File: src/rtl/vrased_reset_seq.sv
// vrased_reset_seq: reset sequencer behind the VRASED hardware monitors.
//
// Any monitor violation becomes a CPU reset request (puc_req). The request
// stays high for at least HOLD_CYCLES cycles, and then until the core
// reaches its reset handler with no violation pending. A sticky per-source
// cause register and an optional saturating episode counter are kept for
// post-mortem attestation.
//
// Build option: define VRASED_VIOL_CNT_EN to build the viol_cnt register.
// Without it, viol_cnt is tied to zero and clr_cause clears cause only.
//
// Ports:
//   clk       in            system clock, rising edge
//   reset_n   in            synchronous active-low reset
//   pc        in  [15:0]    CPU program counter
//   viol_req  in  [NUM_SRC] level violation requests, one bit per monitor
//   clr_cause in            clears cause (and viol_cnt); honoured in IDLE only
//   puc_req   out           reset request to the CPU
//   cause     out [NUM_SRC] sticky OR of all sources seen since last clear
//   viol_cnt  out [CNT_W]   saturating count of violation episodes
//   busy      out           high whenever the sequencer is not IDLE
module vrased_reset_seq #(
  parameter int unsigned NUM_SRC       = 4,
  parameter int unsigned HOLD_CYCLES   = 8,
  parameter int unsigned CNT_WIDTH     = 8,
  parameter logic [15:0] RESET_HANDLER = 16'hFFFE
) (
  input  logic                 clk,
  input  logic                 reset_n,
  input  logic [15:0]          pc,
  input  logic [NUM_SRC-1:0]   viol_req,
  input  logic                 clr_cause,
  output logic                 puc_req,
  output logic [NUM_SRC-1:0]   cause,
  output logic [CNT_WIDTH-1:0] viol_cnt,
  output logic                 busy
);

  localparam int unsigned HOLD_W = 8;
  localparam logic [HOLD_W-1:0] HOLD_INIT = HOLD_W'(HOLD_CYCLES - 1);

  typedef enum logic [1:0] {
    S_IDLE    = 2'd0,
    S_ASSERT  = 2'd1,
    S_WAIT_RH = 2'd2
  } state_e;

  state_e              state_q;
  logic [HOLD_W-1:0]   hold_q;
  logic [NUM_SRC-1:0]  cause_q;
  logic [NUM_SRC-1:0]  cause_d;
  logic                puc_q;
  logic                busy_q;
  logic                any_viol_c;
  logic                clr_act_c;

  // A clear only takes effect in IDLE; it is applied before new sources OR in.
  assign any_viol_c = |viol_req;
  assign clr_act_c  = (state_q == S_IDLE) && clr_cause;
  assign cause_d    = (clr_act_c ? '0 : cause_q) | viol_req;

`ifdef VRASED_VIOL_CNT_EN
  logic [CNT_WIDTH-1:0] cnt_q;
  logic [CNT_WIDTH-1:0] cnt_base_d;
  logic [CNT_WIDTH-1:0] cnt_d;

  // Saturating increment on top of the (possibly cleared) count.
  assign cnt_base_d = clr_act_c ? '0 : cnt_q;
  assign cnt_d      = (&cnt_base_d) ? cnt_base_d : cnt_base_d + CNT_WIDTH'(1);
  assign viol_cnt   = cnt_q;
`else
  assign viol_cnt   = '0;
`endif

  // Sequencer state, hold timer, cause/counter bookkeeping and outputs.
  always_ff @(posedge clk) begin
    if (!reset_n) begin
      state_q <= S_IDLE;
      hold_q  <= '0;
      cause_q <= '0;
      puc_q   <= 1'b0;
      busy_q  <= 1'b0;
`ifdef VRASED_VIOL_CNT_EN
      cnt_q   <= '0;
`endif
    end else begin
      // Sources keep accumulating in every state; IDLE may also clear.
      cause_q <= cause_d;
      case (state_q)
        S_IDLE: begin
          if (any_viol_c) begin
            state_q <= S_ASSERT;
            hold_q  <= HOLD_INIT;
            puc_q   <= 1'b1;
            busy_q  <= 1'b1;
`ifdef VRASED_VIOL_CNT_EN
            cnt_q   <= cnt_d;
          end else if (clr_act_c) begin
            cnt_q   <= '0;
`endif
          end
        end
        S_ASSERT: begin
          if (hold_q == '0) begin
            state_q <= S_WAIT_RH;
          end else begin
            hold_q  <= hold_q - HOLD_W'(1);
          end
        end
        S_WAIT_RH: begin
          // Release only at the handler with no violation still pending.
          if ((pc == RESET_HANDLER) && !any_viol_c) begin
            state_q <= S_IDLE;
            puc_q   <= 1'b0;
            busy_q  <= 1'b0;
          end
        end
        default: begin
          state_q <= S_IDLE;
          puc_q   <= 1'b0;
          busy_q  <= 1'b0;
        end
      endcase
    end
  end

  assign puc_req = puc_q;
  assign busy    = busy_q;
  assign cause   = cause_q;

endmodule

File: config.mk
export PLATFORM = sky130hd
export DESIGN_NAME = vrased_reset_seq
export DESIGN_NICKNAME = d
export VERILOG_FILES = /design/src/rtl/vrased_reset_seq.sv
export SDC_FILE = /design/constraint.sdc
export NUM_CORES = 1
export LEC_CHECK = 0
export BUFFER_PORTS_ARGS = -buffer_cell sky130_fd_sc_hd__buf_2
export CORE_MARGIN = 3
export CORE_UTILIZATION = 48
export DETAILED_ROUTE_END_ITERATION = 8
export PLACE_DENSITY = 0.82
export SETUP_SLACK_MARGIN = 0.3
export SLEW_MARGIN = 20
export SYNTH_ARGS = -nofsm -noshare
export SYNTH_HDL_FRONTEND = slang
export SYNTH_SLANG_ARGS = --single-unit
File: constraint.sdc
create_clock -name clk -period 2.5 [get_ports clk]
set_clock_uncertainty 0.1 [all_clocks]
set_input_delay 0.375 -clock clk [delete_from_list [all_inputs] [get_ports clk]]
set_output_delay 0.375 -clock clk [all_outputs]
set_load 0.005 [all_outputs]
* After elaboration in Yosys (flattened, before gate mapping)
Cells that the tools add are included.
** Storage, ports and cells
- Flip-flop bits (word level) :: 15
- Latch bits :: 0
- Bits in writable memories :: 0
- Bits in read-only memories :: 0
- Bits of input ports :: 23
- Output and inout port bits :: 14
- Word-level logic and storage cells :: 35
- Memories :: 0
** Operators by class
- Add/sub/neg operators :: 1
- Multipliers :: 0
- Divide/modulo/power cells :: 0
- $lt $le $gt $ge :: 0
- Equality and inequality tests :: 7
- Shifts and indexed selects :: 0
- Mux-type cells :: 11
- Bitwise operators :: 2
- Reduce and logical (&&, ||, !) cells :: 10
** Operator list (number)
- $eq 16x16->1 const B :: 1
- $mux 8 :: 2
- $pmux 8 s2 :: 1
- $reduce_and 3->1 :: 3
- $logic_not 8->1 :: 1
- $ne 2x2->1 const B :: 4
- $sub 8x1->8 const B :: 1
- $mux 2 :: 3
- $pmux 2 s3 :: 1
- $mux 4 :: 1
- $or 4x4->4 :: 1
- $reduce_or 4->1 :: 1
- $pmux 1 s3 :: 1
- $eq 2x1->1 const B :: 1
- $eq 2x2->1 const B :: 1
- $logic_and 1x1->1 :: 2
- $logic_not 2->1 :: 1
- $mux 1 :: 2
- $reduce_bool 2->1 :: 1
- $logic_not 1->1 :: 1
- $not 1->1 :: 1

* Longest topological paths before layout
Gate-level depths: netlist of run 1.
- Word-level depth :: 5
- Gate-level depth with buffers :: 6
- Gate-level depth less buffers :: 6

* Least setup slack after synthesis of run 1
No wires, ideal clock.
- Path type :: in2reg
- Start :: input port viol_req[2]
- End :: register busy_q, in the netlist busy
- Library setup time :: 117 ps
- Data arrival time :: 1429 ps
- Required time :: 2283 ps
- Setup slack :: 854 ps
- Cell stages on the path :: 4
- Buffers on the path :: 0
- Cells stage by stage :: or4_4 -> nor3_2 -> o211ai_1 -> a32o_1
** Between the ends
- Longest elaborated chain between the ends :: 5
- Elaborated cells between the ends (all ways) :: 6
- Those cells by class :: eq/ne (2); reduce/logical (4)
** Ends and longest elaborated chain
- start, declared :: line 31 : input logic [NUM_SRC-1:0] viol_req,
- $reduce_or 4->1 * :: line 58 : assign any_viol_c = |viol_req;
- $logic_not 1->1 :: line 112 : if ((pc == RESET_HANDLER) && !any_viol_c) begin
- $logic_and 1x1->1 :: line 112
- $ne 2x2->1 (no source line)
- $reduce_and 3->1 (no source line) *
- end signal, assigned :: line 95 : busy_q <= 1'b1;
- end signal, assigned :: line 115 : busy_q <= 1'b0;
- end signal, assigned :: line 121 : busy_q <= 1'b0;
- end, declared :: line 53 : logic busy_q;
Every way passes the cells marked *; elsewhere a longest branch is shown, timed or not.
A chain may end at the register's enable or synchronous reset.

* Final worst setup path of run 1
- Start :: register hold_q[0]
- End :: register hold_q[2]
** Between the ends
- Longest elaborated chain between the ends :: 3
- Elaborated cells between the ends (all ways) :: 6
- Those cells by class :: add/sub (1); eq/ne (1); mux (2); reduce/logical (2)
** Ends and longest elaborated chain
- start, declared :: line 49 : logic [HOLD_W-1:0] hold_q;
- start signal, assigned :: line 107 : hold_q <= hold_q - HOLD_W'(1);
- $sub 8x1->8 or $logic_not 8->1 (tied branches) :: line 107, 104
- $mux 8 or $ne 2x2->1 (tied branches)
- $pmux 8 s2 or $reduce_and 3->1 (tied branches)
Parallel ways exist; a longest one is shown, timed or not. The select of a mux whose other input is x is not followed.

==> results.py, run 1 <==
metrics = {
    "outcome": {
        "outcome": "complete, no violations",
    },
    "die": {
        "rows": 14,
        "coreArea_sq_um": 1540,
        "die_h_um": 46.7,
        "die_x_um": 46.7,
        "io_pins": 37,
        "initial_core_util_pct": 51.6,
        "die-area_sq_um": 2180,
    },
    "global_route": {
        "antenna_found_initial": 0,
        "grt_pass1_vias": 636,
        "grt_remaining_overflow": 0,
        "grt_start_max_net_pins": 11,
        "grt_first_pass_wirelength_mm": 2.52,
        "grt_usage_pct": 16.3,
    },
    "route": {
        "ant_nets": 0,
        "drtPass1Iterations": 4,
        "drc": 0,
        "drt-total-wl_mm": 1.69,
        "wl_per_cell_um": 12.3,
        "viasPerCell": 5.43,
        "drt_iter0_drc": 13,
        "vias": 744,
    },
    "placement": {
        "place_hpwl_mm": 1.36,
        "io_buffers": 28,
        "dpl_cell_area_sq_um": 915,
        "gp_congestion": 0.817,
        "pre_cts_ws_ns": 0.684,
    },
    "yosys": {
        "synth.yosys.seq_area_share_pct": 37.7,
        "synth_top_cell_area_share_pct": 37.7,
        "async_flop_share_pct": 0,
        "netlist_top_cells_area": "dfxtp_1, buf_4, nor2_1, nand4_1, a21oi_1",
        "synthCells": 91,
        "synthFlopType": "dfxtp_1",
        "synth_area_leader_cell": "dfxtp_1",
        "yosys_warnings": 0,
        "synth_edf_count": 0,
        "ys_types": 33,
        "syn_area_sq_um": 796,
        "ys_ff_latch": 15,
        "syn_area_per_cell_sq_um": 8.74,
    },
    "clock_tree": {
        "clk_pin_slew_worst_paths_ns": 0.09,
        "numCtsBuffers": 3,
        "post_cts_buffers": 0,
        "postCtsResizedCells": 0,
        "clk_path_buf_depth": 2,
        "cts_max_level": 1,
        "insertion_delay_ns": 0.28,
        "hold_buffers": 0,
        "cts_sinks": 15,
        "clockRootBuffer": "clkbuf_4",
        "cts_tree": "built",
    },
    "layout": {
        "num_antenna_cells": 0,
        "drive_above_1_share_pct": 28.9,
        "fin_nets": 147,
        "area_growth_pct": 18.2,
        "final_area_sq_um": 941,
    },
    "power": {
        "switchingPower_uw": 204,
        "p_clk_share_pct": 22.6,
        "power_density_nw_per_um2": 659,
        "ir_worst_vdd_mv": 0.356,
        "p_leak_uw": 0.000411,
        "comb_power_share_pct": 29.6,
        "power.internal_uw": 416,
        "swShare_pct": 32.9,
        "pwr-share-seq_pct": 47.9,
    },
    "sta": {
        "fin_setup_tns_ns": 0,
        "slew_viol_final": 0,
        "setup_ws_ns": 0.674,
        "rsz0062_at_grt": "false",
        "hold_viol": 0,
        "post-route-min-period_ns": 1.83,
        "setup_viol": 0,
        "post-route-period-util_pct": 73.0,
        "fmax_mhz": 548,
    },
    "critical_path": {
        "cp-end-kind": "flip-flop",
        "cp_max_fo": 6,
        "critPathMaxStageDelay_ns": 0.38,
        "worstSetupPathType": "reg2reg",
        "cp-start-kind": "flip-flop",
        "cp.arrival_ns": 1.90,
        "cp_cell_sequence": "inv_1 -> ha_1 -> nor4b_2 -> a21boi_1 -> a221oi_1 -> nor2_1",
        "slowest_stage": "nor4b_2",
        "worstPathRequired_ns": 2.58,
    },
    "hold_path": {
        "hp-class": "in2reg",
    },
    "job": {
        "cap_violations": 0,
    },
}
worst max-delay path, delay by kind of cell, from the launching register on:
kind	cells	cell delay, ns
compound gates	2	0.54
fa+ha+maj	1	0.18
buf+inv	1	0.09
flops	1	0.36
simple gates	2	0.45
kinds of logic after synthesis:
family / after synthesis / synth area share, %
compound gates: 14 / 11.8
xor+xnor: 4 / 4.40
fa+ha+maj: 2 / 3.14
buf+inv: 12 / 9.90
flops: 15 / 37.7
mux: 1 / 1.26
other cells: 1 / 0.471
simple gates: 42 / 31.3
per-layer routing:
metal	global-route usage, %	vias up	wire length (um)
li1	-	371	-
met1	19.2	341	690
met2	27.5	26	837
met3	3.52	6	120
met4	8.29	0	38
met5	0	-	0
stage by stage:
step	instances	power (uW)	hold WS [ns]	util [%]
5_1_grt	137	666	0.218	61.0
3_3_place_gp	133	476	0.360	59.3
2_1_floorplan	98	436	0.375	-
4_1_cts	137	624	0.211	61.0
3_5_place_dp	133	483	0.368	59.3
6_report	137	620	0.215	61.0
state kept, by name, indices dropped and copies added (netlist names):
name	cells
busy	1
cause	4
hold_q	8
state_q	2
worst paths after layout:
kind                    start        end  slack, ns  depth (start not counted)
setup / recovery    hold_q[0]  hold_q[2]       0.67                          6
hold / removal    viol_req[3]   cause[3]       0.21                          3
setup reg to reg    hold_q[0]  hold_q[2]       0.67                          6
hold reg to reg      cause[3]   cause[3]       0.38                          2
synthesized netlist by cell type (all sizes together), types with 2 or more instances:
| cell type | instances |
|---|---|
| a211oi | 2 |
| a21oi | 6 |
| buf | 9 |
| dfxtp | 15 |
| ha | 2 |
| inv | 2 |
| nand3b | 2 |
| nand4 | 5 |
| nor2 | 16 |
| nor2b | 2 |
| nor3 | 6 |
| nor4b | 2 |
| o211ai | 2 |
| xor2 | 3 |
layout make-up:
cell class / count / area (sq um)
Multi-Input combinational cell: 71 / 443
Sequential cell: 15 / 300
Inverter: 3 / 11.3
Timing Repair Buffer: 28 / 140
Fill cell: 135 / 601
Clock buffer: 4 / 26.3
Tap cell: 16 / 20.0
layout by cell type, fill, tap and decap left out, drive strengths merged:
cell / n
buf: 28
nor2: 16
dfxtp: 15
conb: 8
a21oi: 6
nor3: 6
nand4: 5
clkbuf: 4
xor2: 3
inv: 2
nand3b: 2
o211ai: 2
nor2b: 2
a211oi: 2
ha: 2
nor4b: 2
clkinv: 1
nand2: 1
or4: 1
and2: 1
nand2b: 1
mux2i: 1
nand4b: 1
o21bai: 1
or4b: 1
a32o: 1
or3: 1
a21boi: 1
a221oi: 1
nor4: 1
xnor2: 1
nand3: 1
power by group through the flow:
stage | sequential (uW) | clock [uW] | combinational [uW]
floorplan | 296 | 0 | 140
global placement | 301 | 0 | 175
detailed placement | 302 | 0 | 181
CTS | 296 | 144 | 184
global route | 303 | 157 | 206
finish | 297 | 140 | 183
Power figures use the tool's default switching activity.
==> run 2, diff against run 1 <==
Settings changed: CORE_UTILIZATION 48 to 45, PLACE_DENSITY 0.82 to 0.78.
Clock period 2.5 ns to 1.7 ns, I/O delays scaled along.
==> run 2 against run 1 <==
Final cell count increased by 5.8%; sequential power increased by 47%; global-route usage increased by 3.4 points; first-iteration DRC count unchanged; largest power group unchanged.
==> results.py, run 2 (synthesized netlist as in run 1, its figures left out) <==
metrics = {
    "sta": {
        "hold_viol": 0,
        "fmax_mhz": 611,
        "fin_hold_ws_ns": 0.0839,
        "rsz0062_at_grt": "true",
        "setup_viol": 0,
        "post-route-min-period_ns": 1.64,
        "setup_ws_ns": 0.0635,
        "post-route-period-util_pct": 96.3,
        "slew_viol_final": 0,
        "fin_setup_tns_ns": 0,
    },
    "layout": {
        "layout_common_cells": "buf_2, nor2_1, dfxtp_1",
        "largest_register_ffs": 8,
        "num_antenna_cells": 0,
        "drive_above_1_share_pct": 43.4,
        "regMostFlops": "hold_q",
        "final_common_cell": "buf_2",
        "area_growth_pct": 33.0,
        "fin_nets": 155,
        "finish.utilization_pct": 67.1,
        "fill_cells": 144,
    },
    "placement": {
        "gp_congestion": 0.883,
        "io_buffers": 28,
        "pre_cts_ws_ns": 0.0407,
        "place_hpwl_mm": 1.41,
    },
    "route": {
        "dr_wl_met2_um": 976,
        "drc": 0,
        "viasPerCell": 5.40,
        "drt_iter0_drc": 13,
        "wl_met3_um": 86,
        "wl_met1_um": 800,
        "ant_nets": 0,
        "drt-total-wl_mm": 1.89,
        "vias": 783,
        "drtPass1Iterations": 4,
        "wl_per_cell_um": 13.0,
        "top_layer_used": "met4",
    },
    "global_route": {
        "grt_pass1_vias": 754,
        "antenna_found_initial": 0,
        "grt_usage_pct": 19.6,
        "grt_first_pass_wirelength_mm": 3.16,
        "grt_start_max_net_pins": 11,
        "grt_remaining_overflow": 0,
    },
    "die": {
        "die_h_um": 48.1,
        "io_pins": 37,
        "initial_core_util_pct": 50.5,
        "coreArea_sq_um": 1580,
        "rows": 14,
        "die-area_sq_um": 2310,
        "die_x_um": 48.1,
    },
    "critical_path": {
        "cp_max_fo": 3,
        "cp-start-kind": "flip-flop",
        "cp-end-kind": "flip-flop",
        "cp_cell_sequence": "inv_2 -> ha_4 -> or4b_4 -> o211ai_1 -> xor2_1 -> nor2_1",
        "worstPathRequired_ns": 1.79,
        "cp.arrival_ns": 1.73,
        "worstSetupPathType": "reg2reg",
        "critPathMaxStageDelay_ns": 0.46,
        "slowest_stage": "or4b_4",
    },
    "clock_tree": {
        "cts_sinks": 15,
        "clockRootBuffer": "clkbuf_4",
        "insertion_delay_ns": 0.29,
        "cts_tree": "built",
        "clk_path_buf_depth": 2,
        "numCtsBuffers": 3,
        "clk_pin_slew_worst_paths_ns": 0.10,
        "cts_max_level": 1,
        "hold_buffers": 0,
    },
    "power": {
        "power_density_nw_per_um2": 992,
        "p_leak_uw": 0.000459,
        "p_total_uw": 1050,
        "ir_worst_vdd_mv": 0.597,
    },
    "job": {
        "cap_violations": 0,
    },
    "outcome": {
        "outcome": "complete, no violations",
    },
    "hold_path": {
        "hp-class": "in2reg",
    },
}
[run 2: where the power goes]
part | internal [uW] | switching (uW) | total, uW
clock | 87.6 | 125 | 212
combinational | 214 | 186 | 400
sequential | 394 | 42.9 | 437
total | 696 | 354 | 1050
[run 2: layout make-up]
cell class	instances	area, sq um	area share, %
inverters	3	11.3	1.06
well taps	16	20.0	1.89
repair buffers	36	200	18.9
flip-flops and latches	15	303	28.6
clock inverters	1	5.00	0.473
multi-input cells	71	497	46.9
clock buffers	3	22.5	2.13
[run 2: path summary, 6_finish.rpt]
path	cells past startpoint	slack, ns	end	startpoint
worst min-delay path	3	0.08	cause[3]	viol_req[3]
worst min register to register	2	0.40	cause[2]	cause[2]
worst max register to register	6	0.06	hold_q[3]	hold_q[0]
worst max-delay path	6	0.06	hold_q[3]	hold_q[0]
[run 2: timing repair]
action,4_1_cts,5_1_grt
pin swaps,9,3
buffers inserted,5,1
gates resized for setup,3,2
setup endpoints to repair,8,10
[run 2: worst max-delay path: cells and delay by family (launching register included)]
kind | cells | cell delay, ns
and+or+nand+nor | 2 | 0.52
adders and majority gates | 1 | 0.12
xor gates and xnor gates | 1 | 0.17
buffers and inverters | 1 | 0.07
AOI/OAI and AO/OA | 1 | 0.21
DFF | 1 | 0.34
[run 2: per-layer routing]
| metal | GRT usage, % | vias to the layer above |
|---|---|---|
| met5 | 0 | - |
| met4 | 9.14 | 0 |
| met3 | 4.51 | 4 |
| met2 | 31.4 | 23 |
| met1 | 24.8 | 367 |
| li1 | - | 389 |
[run 2: stage by stage]
step | instances | instance area (sq um)
4_1_cts | 144 | 1040
3_5_place_dp | 135 | 955
2_1_floorplan | 98 | 847
5_1_grt | 145 | 1060
6_report | 145 | 1060
3_3_place_gp | 135 | 955
==> run 3, diff against run 2 <==
Settings changed: ABC_AREA from default to 1, CORE_ASPECT_RATIO from default to 1.25, CORE_UTILIZATION 45 to 46, PLACE_DENSITY 0.78 to 0.77.
==> run 3 against run 2 <==
Setup slack improved by 0.20 ns; final cell count increased by 25%; highest routed layer unchanged; critical path depth up 2; via count is 15% higher; routed wire length grew 15%; sequential cell count stayed put; synthesized cell count increased by 40%; combinational power increased by 100%; register-to-register slack better by 0.20 ns; sequential power increased by 19%; utilization fell by 4.7 points; critical endpoint is now hold_q[2].
==> results.py, run 3 <==
metrics = {
    "die": {
        "rows": 17,
        "io_pins": 37,
        "die_h_um": 54.7,
        "die_x_um": 45.0,
        "coreArea_sq_um": 1790,
        "initial_core_util_pct": 48.9,
        "die-area_sq_um": 2460,
    },
    "layout": {
        "final_common_cell": "buf_2",
        "regMostFlops": "hold_q",
        "drive_above_1_share_pct": 35.2,
        "final_area_sq_um": 1120,
        "area_growth_pct": 27.8,
        "fin_nets": 188,
        "layout_common_cells": "buf_2, nand2_1, nor2_1",
        "num_antenna_cells": 0,
        "largest_register_ffs": 8,
    },
    "yosys": {
        "synthCells": 127,
        "synth_common_cells": "nand2_1, nor2_1, inv_1, dfxtp_1",
        "syn_area_sq_um": 873,
        "synth.yosys.seq_area_share_pct": 34.4,
        "ys_types": 26,
        "yosys_warnings": 0,
        "netlist_top_cells_area": "dfxtp_1, nand2_1, nor2_1, buf_4, inv_1",
        "synth_area_leader_cell": "dfxtp_1",
        "synth_most_common_cell": "nand2_1",
        "synth_edf_count": 0,
        "ys_ff_latch": 15,
        "async_flop_share_pct": 0,
        "synth_top_cell_area_share_pct": 34.4,
        "synthFlopType": "dfxtp_1",
        "syn_area_per_cell_sq_um": 6.88,
    },
    "critical_path": {
        "worstPathRequired_ns": 1.84,
        "cp-end-kind": "flip-flop",
        "reg2reg_depth": 8,
        "r2r-start": "hold_q[0]",
        "path_depth": 8,
        "cp-start-kind": "flip-flop",
        "critPathMaxStageDelay_ns": 0.35,
        "worstSetupPathType": "reg2reg",
        "cp_max_fo": 6,
        "rrSetupSlack_ns": 0.26,
        "r2r-end": "hold_q[2]",
        "cp_cell_sequence": "inv_4 -> ha_4 -> nand3_4 -> o21ai_4 -> nand2_4 -> clkinv_4 -> nand2_1 -> a21oi_2",
        "crit_end": "hold_q[2]",
        "setup.worst_path.start": "hold_q[0]",
        "path_delay_family": "compound AO/OA/AOI/OAI gates",
        "cp_num_buf_inv": 2,
        "cp.arrival_ns": 1.57,
        "slowest_stage": "dfxtp_2",
    },
    "hold_path": {
        "worstHoldStart": "viol_req[2]",
        "hp-class": "in2reg",
    },
    "placement": {
        "gp_congestion": 0.846,
        "io_buffers": 28,
        "place_hpwl_mm": 1.51,
        "dpl_cell_area_sq_um": 1000,
    },
    "route": {
        "drc": 0,
        "drt_iter0_drc": 23,
        "drt-total-wl_mm": 2.17,
        "drtPass1Iterations": 6,
        "wl_per_cell_um": 12.0,
        "vias": 901,
        "viasPerCell": 4.98,
        "ant_nets": 0,
    },
    "sta": {
        "slew_viol_final": 0,
        "worst_pin_slew_ns": 0.494,
        "max_slew_margin_pct": 66.8,
        "rsz0062_at_grt": "true",
        "post-route-period-util_pct": 84.6,
        "setup_viol": 0,
        "fin_setup_tns_ns": 0,
        "post-route-min-period_ns": 1.44,
        "hold_viol": 0,
        "fmax_mhz": 696,
    },
    "clock_tree": {
        "clockRootBuffer": "clkbuf_4",
        "cts_sinks": 15,
        "clk_path_buf_depth": 2,
        "cts_max_level": 1,
        "insertion_delay_ns": 0.30,
        "numCtsBuffers": 3,
        "clk_pin_slew_worst_paths_ns": 0.09,
        "hold_buffers": 0,
        "cts_tree": "built",
    },
    "global_route": {
        "grt_pass1_vias": 798,
        "grt_start_max_net_pins": 10,
        "antenna_found_initial": 0,
        "grt_remaining_overflow": 0,
        "grt_first_pass_wirelength_mm": 3.38,
        "grt_usage_pct": 19.6,
    },
    "power": {
        "ir_worst_vdd_mv": 0.995,
        "p_leak_uw": 0.000556,
        "power_density_nw_per_um2": 1390,
    },
    "outcome": {
        "outcome": "complete, no violations",
    },
    "job": {
        "cap_violations": 0,
    },
}
==> run 3: cell count changes after synthesis, sizes merged, moves of 4 or more <==
| cell | before | now |
|---|---|---|
| inv | 2 | 16 |
| nand2 | 1 | 29 |
| a21oi | 6 | 12 |
| nand3 | 1 | 6 |
| nor3 | 6 | 1 |
| nor2 | 16 | 20 |
==> run 3: area by class of cell <==
class / count / area [sq um]
flip-flops and latches: 15 / 304
clock inverters: 1 / 5.00
repair buffers: 33 / 178
multi-input cells: 92 / 505
fillers: 162 / 671
inverters: 18 / 77.6
well taps: 19 / 23.8
clock buffers: 3 / 22.5
==> run 3: timing repair <==
action                     CTS  global route
resized for setup           11             5
setup endpoints to repair    9            10
setup buffers                3             1
pin swaps                    2             3
gates cloned                 1             0
==> run 3: worst min-delay path by stage <==
| stage | end | cells after the start |
|---|---|---|
| floorplan | cause[2] | 2 |
| global placement | cause[0] | 2 |
| detailed placement | cause[0] | 2 |
| CTS | cause[2] | 3 |
| global route | cause[2] | 3 |
| finish | cause[2] | 3 |
==> run 3: power breakdown <==
group / switching (uW) / leakage, uW / total (uW) / internal [uW]
combinational: 487 / 0.000414 / 816 / 330
clock: 124 / 0.0000177 / 212 / 87.9
sequential: 83.5 / 0.000125 / 520 / 436
==> run 3: routing by layer <==
layer  up-vias  part of all wire [%]  track usage, %
met3        10                    11            4.28
met4         0                   3.7            9.76
met1       384                    37            18.8
met5         -                     0               0
li1        453                     -               -
met2        54                    49            38.2
==> run 3: worst reg2reg max path: stages (launching register included) <==
cell and delay, ns:
dfxtp_2 0.35, inv_4 0.08, ha_4 0.14, nand3_4 0.08, o21ai_4 0.24, nand2_4 0.12, clkinv_4 0.09, nand2_1 0.06
a21oi_2 0.12
==> run 3: cell families (layout without fill, tap and decap cells) <==
kind of cell	after synthesis	after routing	share of synthesized area [%]
other	1	8	0.429
XOR/XNOR	2	2	2.01
flip-flops	15	15	34.4
adder cells (fa/ha/maj)	2	2	2.86
AND/OR/NAND/NOR	61	62	30.1
AO/OA/AOI/OAI	18	18	13.8
buffers and inverters	28	55	16.5
==> run 3: through the flow <==
step	power [uW]	worst slack, ns	util, %	hold slack, ns	instances
2_1_floorplan	1010	0.324	-	0.272	134
3_3_place_gp	1120	0.269	56.0	0.346	172
3_5_place_dp	1140	0.195	56.0	0.357	172
4_1_cts	1470	0.314	61.1	0.0812	180
5_1_grt	1670	0.214	62.5	0.0781	181
6_report	1550	0.263	62.5	0.0787	181
